==> src/rtl/rooth_bus_arb_pkg.sv <==
// Shared definitions for the rooth data-side bus arbiter: requester indices,
// FSM state encoding and the grant index width.
package rooth_bus_arb_pkg;

    localparam int ARB_JTAG = 0;
    localparam int ARB_CORE = 1;
    localparam int ARB_AUX  = 2;

    localparam int IDX_W = 2;

    typedef enum logic {
        ARB_IDLE = 1'b0,
        ARB_OWN  = 1'b1
    } arb_state_e;

endpackage

==> src/rtl/arb_prio_sel.sv <==
// Combinational fixed-priority selector: starved candidates first, then the
// lowest-index candidate. Returns a one-hot pick plus its index.
module arb_prio_sel
    import rooth_bus_arb_pkg::*;
#(
    parameter int NUM_M = 3
) (
    input  logic [NUM_M-1:0] cand,
    input  logic [NUM_M-1:0] starved,
    output logic [NUM_M-1:0] onehot,
    output logic [IDX_W-1:0] idx,
    output logic             found
);

    logic [NUM_M-1:0] starved_cand;
    logic [NUM_M-1:0] pool;

    assign starved_cand = cand & starved;
    assign pool         = (|starved_cand) ? starved_cand : cand;
    assign found        = |cand;

    // Scan from the top down so the lowest set index is the last one written.
    always_comb begin
        onehot = '0;
        idx    = '0;
        for (int i = NUM_M - 1; i >= 0; i--) begin
            if (pool[i]) begin
                onehot    = '0;
                onehot[i] = 1'b1;
                idx       = IDX_W'(i);
            end
        end
    end

endmodule

==> src/rtl/rooth_bus_arb.sv <==
// Registered multi-master arbiter for the data-side bus: fixed priority with
// burst limiting, lock-based ownership, starvation aging and core stall.
module rooth_bus_arb
    import rooth_bus_arb_pkg::*;
#(
    parameter int NUM_M        = 3,
    parameter int CORE_IDX     = ARB_CORE,
    parameter int MAX_BURST    = 8,
    parameter int STARVE_LIMIT = 15
) (
    input  logic             clk,
    input  logic             rst_n,
    input  logic [NUM_M-1:0] req_i,
    input  logic [NUM_M-1:0] lock_i,
    output logic [NUM_M-1:0] grant_o,
    output logic [IDX_W-1:0] grant_id_o,
    output logic             grant_vld_o,
    output logic             hold_o,
    output logic [NUM_M-1:0] starve_o
);

    localparam int BURST_W = $clog2(MAX_BURST + 1);
    localparam int WAIT_W  = $clog2(STARVE_LIMIT + 1);
    localparam logic [BURST_W-1:0] BURST_LAST = BURST_W'(MAX_BURST - 1);
    localparam logic [WAIT_W-1:0]  WAIT_SAT   = WAIT_W'(STARVE_LIMIT);

    arb_state_e         state_q, state_nxt;
    logic [NUM_M-1:0]   grant_q, grant_nxt;
    logic [IDX_W-1:0]   owner_q, owner_nxt;
    logic [BURST_W-1:0] burst_q, burst_nxt;
    logic [WAIT_W-1:0]  wait_cnt [NUM_M];

    logic [NUM_M-1:0]   others;
    logic [NUM_M-1:0]   cand;
    logic [NUM_M-1:0]   sel_onehot;
    logic [IDX_W-1:0]   sel_idx;
    logic               sel_found;
    logic               new_grant;

    assign others = req_i & ~grant_q;

    arb_prio_sel #(
        .NUM_M (NUM_M)
    ) u_sel (
        .cand    (cand),
        .starved (starve_o),
        .onehot  (sel_onehot),
        .idx     (sel_idx),
        .found   (sel_found)
    );

    // NOTE: every always_comb output gets a default first, so no path can
    // leave a signal unassigned and infer a latch.
    always_comb begin
        state_nxt = state_q;
        grant_nxt = grant_q;
        owner_nxt = owner_q;
        burst_nxt = burst_q;
        cand      = '0;
        new_grant = 1'b0;

        case (state_q)
            ARB_IDLE: begin
                cand      = req_i;
                new_grant = sel_found;
            end
            ARB_OWN: begin
                if (!req_i[owner_q]) begin
                    // Lock never blocks release; hand straight over if anyone waits.
                    cand = others;
                    if (sel_found) begin
                        new_grant = 1'b1;
                    end else begin
                        state_nxt = ARB_IDLE;
                        grant_nxt = '0;
                        owner_nxt = '0;
                        burst_nxt = '0;
                    end
                end else if (lock_i[owner_q] || (burst_q < BURST_LAST)) begin
                    if (burst_q != BURST_LAST) begin
                        burst_nxt = burst_q + 1'b1;
                    end
                end else if (|others) begin
                    cand      = others;
                    new_grant = 1'b1;
                end else begin
                    burst_nxt = '0;
                end
            end
            default: state_nxt = ARB_IDLE;
        endcase

        if (new_grant) begin
            state_nxt = ARB_OWN;
            grant_nxt = sel_onehot;
            owner_nxt = sel_idx;
            burst_nxt = '0;
        end
    end

    // NOTE: sequential state uses non-blocking assignments so every register
    // samples the pre-edge values regardless of statement order.
    always_ff @(posedge clk or negedge rst_n) begin
        if (!rst_n) begin
            state_q <= ARB_IDLE;
            grant_q <= '0;
            owner_q <= '0;
            burst_q <= '0;
        end else begin
            state_q <= state_nxt;
            grant_q <= grant_nxt;
            owner_q <= owner_nxt;
            burst_q <= burst_nxt;
        end
    end

    // NOTE: the wait counters are a tiny register array, not RAM, so they are
    // reset explicitly; a starve flag must never come out of reset set.
    always_ff @(posedge clk or negedge rst_n) begin
        if (!rst_n) begin
            for (int i = 0; i < NUM_M; i++) begin
                wait_cnt[i] <= '0;
            end
        end else begin
            for (int i = 0; i < NUM_M; i++) begin
                if (!req_i[i] || grant_q[i]) begin
                    wait_cnt[i] <= '0;
                end else if (wait_cnt[i] != WAIT_SAT) begin
                    wait_cnt[i] <= wait_cnt[i] + 1'b1;
                end
            end
        end
    end

    always_comb begin
        starve_o = '0;
        for (int i = 0; i < NUM_M; i++) begin
            starve_o[i] = (wait_cnt[i] == WAIT_SAT);
        end
    end

    assign grant_o     = grant_q;
    assign grant_id_o  = owner_q;
    assign grant_vld_o = |grant_q;
    assign hold_o      = req_i[CORE_IDX] & ~grant_q[CORE_IDX];

endmodule

==> config.mk <==
export PLATFORM = sky130hd
export DESIGN_NAME = rooth_bus_arb
export DESIGN_NICKNAME = d
export VERILOG_FILES = /design/src/rtl/rooth_bus_arb_pkg.sv /design/src/rtl/arb_prio_sel.sv /design/src/rtl/rooth_bus_arb.sv
export SDC_FILE = /design/constraint.sdc
export NUM_CORES = 1
export LEC_CHECK = 0
export CAP_MARGIN = 10
export CELL_PAD_IN_SITES_DETAIL_PLACEMENT = 2
export CELL_PAD_IN_SITES_GLOBAL_PLACEMENT = 2
export CORE_MARGIN = 4
export CORE_UTILIZATION = 35
export DETAILED_ROUTE_END_ITERATION = 6
export PLACE_DENSITY_LB_ADDON = 0.05
export SLEW_MARGIN = 20
export SYNTH_ARGS = -nofsm -noshare
export SYNTH_HDL_FRONTEND = slang
export SYNTH_SLANG_ARGS = --single-unit
==> constraint.sdc <==
create_clock -name clk -period 3.8 [get_ports clk]
set_clock_uncertainty 0.2 [all_clocks]
set_input_delay 0.76 -clock clk [delete_from_list [all_inputs] [get_ports clk]]
set_output_delay 0.76 -clock clk [all_outputs]
set_load 0.01 [all_outputs]
==> out/qor.csv <==
metric;value;unit
P_leak;0.6364;nW
GRT Util Overall;16.38;%
Startpoint Class;input port;
worst-path maximum fanout;6;
Final ANT Viol Nets;0;
maxcap violations;0;
Routed WL;3.379;mm
layout cells sized above 1;6.623;%
Area Overhead vs Synth;18.25;%
worst-skew pair later-pin latency;300;ps
Fill cells;386;
TritonCTS buffer count;3;
mean post-synth cell area;9.126;um^2
Setup-failing EPs final;0;
R2R depth;5;
CTS hold repair buffers;0;
power density cells;545.3;nW/um^2
hold_sp;wait_cnt[11];
Final Slew Violations;0;
ys async rst share;100.0;%
Post-synth EDFFs;0;
io pins;18;
PortBufs;17;
worst path required time;2840;ps
Power Total;0.8004;mW
DR pass1 iterations;2;
Congestion Overflow GR;0;
Synth Flop Type;dfrtp_1;
Sink Count;20;
Initial Util;36.62;%
Final Non-Filler Cells;197;
largest net degree at the start of global routing;21;
initial antenna violation count;0;
PostCTS Resize Cnt;0;
vias in the first global route;1147;
area of the core;3390;um^2
final instance area;1468;um^2
# DRC;0;
diodes inserted;0;
r2r setup slk;1480;ps
vias per cell;5.452;
placed instance area;1431;um^2
worst vdd ir;0.2594;mV
Seq/Total Area, Yosys;40.32;%
unrepaired setup endpoints after global routing;no;
Max clock buf depth;2;
yosys warns;0;
placed insts;193;
post-CTS setup buffer count;0;
vias;1074;
CTS Root Cell;clkbuf_4;
TNS Setup;0;ps
status;complete, no violations;
Worst Hold Class;flop to flop;
CTS tree;built;
FF-to-FF Start;grant_o[2];
Reg-to-Reg End;burst_q[2];
hold slack;318.3;ps
Mapped Cells;136;
hold endpoint;wait_cnt[11];
Crit path arrival time;2090;ps
crit path kind;input port to output pin;
f_max;0.3278;GHz
H-Tree Depth;1;
Slew HR;35.51;%
syn_nets;148;
Die W;67.55;um
Post-Syn Area;1241;um^2
first-pass GRT wire length;5.692;mm
Yosys cell types;39;
gpl congestion;0.7302;
drt first-iter violations;42;
Worst Setup End Kind;output pin;
Routed wire per std cell;17.15;um
min Tclk post-route;3051;ps
die area;4563;um^2
Rows;21;
Worst-path clk slew;120;ps
Least-Margin Pin Slew;964.3;ps
Hold Crit Depth;1;
final period utilization;80.28;%
dpl hpwl;2.629;mm
Yosys reg bits;20;
Nets;164;
final hold violations;0;
Die Ht;67.55;um
cells by family (layout without fill, tap and decap cells):
family	count (synthesis)	in the layout	share of synthesized area, %
adder cells (fa/ha/maj)	4	4	4.032
AND/OR/NAND/NOR	57	57	23.39
buffers and inverters	14	29	5.443
multiplexers	4	4	3.528
XOR/XNOR	3	3	2.117
flip-flops	20	20	40.32
AO/OA/AOI/OAI	34	34	21.17
synth_stat cells (2+ instances only):
master,count,area share (%)
a211oi_1,4,2.4
a21oi_1,5,2.0
a221o_1,2,1.6
a31oi_1,4,2.0
and2_1,2,1.0
and3_1,5,2.5
buf_4,2,1.2
clkbuf_1,3,0.91
dfrtp_1,20,40
ha_1,4,4.0
inv_1,8,2.4
mux2i_1,3,2.4
nand2_1,10,3.0
nand2b_1,5,2.5
nand3_1,6,2.4
nand3b_1,3,1.8
nor2_1,17,5.1
nor3_1,3,1.2
o2111ai_1,2,1.4
o21a_1,2,1.2
o21ai_0,6,2.4
o221ai_2,2,2.4
xor2_1,2,1.4
layout by cell type (no fill, tap or decap), types with 2 or more instances in the layout:
cell             instances
clkdlybuf4s50_1         17
nand2_1                 10
xor2_1                   2
nor3_1                   3
o21a_1                   2
o21ai_0                  6
inv_1                    8
ha_1                     4
nor2_1                  17
nand3_1                  6
and3_1                   5
a221o_1                  2
nand2b_1                 5
mux2i_1                  3
a31oi_1                  4
a21oi_1                  5
a211oi_1                 4
and2_1                   2
dfrtp_1                 20
nand3b_1                 3
o221ai_2                 2
clkbuf_4                 3
o2111ai_1                2
sequential cells by signal (all words and copies together), names as in the netlist:
name      count
burst_q       4
state_q       1
grant_o       3
wait_cnt     12
power by group:
group          total [mW]  internal [mW]  switching [mW]
combinational       0.339          0.169           0.170
clock               0.125         0.0584          0.0665
sequential          0.336          0.256          0.0806
how the worst max path moves through the flow:
| stage | from | end | slack, ps | depth (start not counted) |
|---|---|---|---|---|
| 2_1_floorplan | lock_i[0] | burst_q[2] | 1690 | 5 |
| 3_3_place_gp | req_i[1] | hold_o | 780 | 4 |
| 3_5_place_dp | req_i[1] | hold_o | 730 | 4 |
| 4_1_cts | req_i[1] | hold_o | 730 | 4 |
| 5_1_grt | req_i[1] | hold_o | 680 | 4 |
| 6_report | req_i[1] | hold_o | 750 | 4 |
per-layer routing:
layer	GRT usage (%)	up-vias	share of wire, %
li1	-	523	-
met3	3.993	0	2.8
met2	30.26	10	54
met1	19.67	541	43
met4	1.519	0	0
met5	0	-	0
area by class of cell:
type                            instances  area (um^2)  area share, %
Clock buffer                            4        36.28          2.472
Inverter                                8        30.03          2.046
Tap cell                               46        57.56          3.922
Sequential cell                        20        500.5          34.10
Multi-Input combinational cell        102        673.1          45.87
Timing Repair Buffer                   17        170.2          11.59
per-stage QoR:
step	worst slack (ps)	util, %
floorplan	1687	-
detailed placement	730.5	42.23
finish	749.5	43.30
global placement	782.3	42.23
CTS	733.5	43.30
global route	683.7	43.30
critical path, stage by stage:
cell             delay [ps]
clkdlybuf4s50_1         530
nand2b_1                180
inv_1                    90
clkdlybuf4s50_1         530
(Power assumes the default switching activity.)
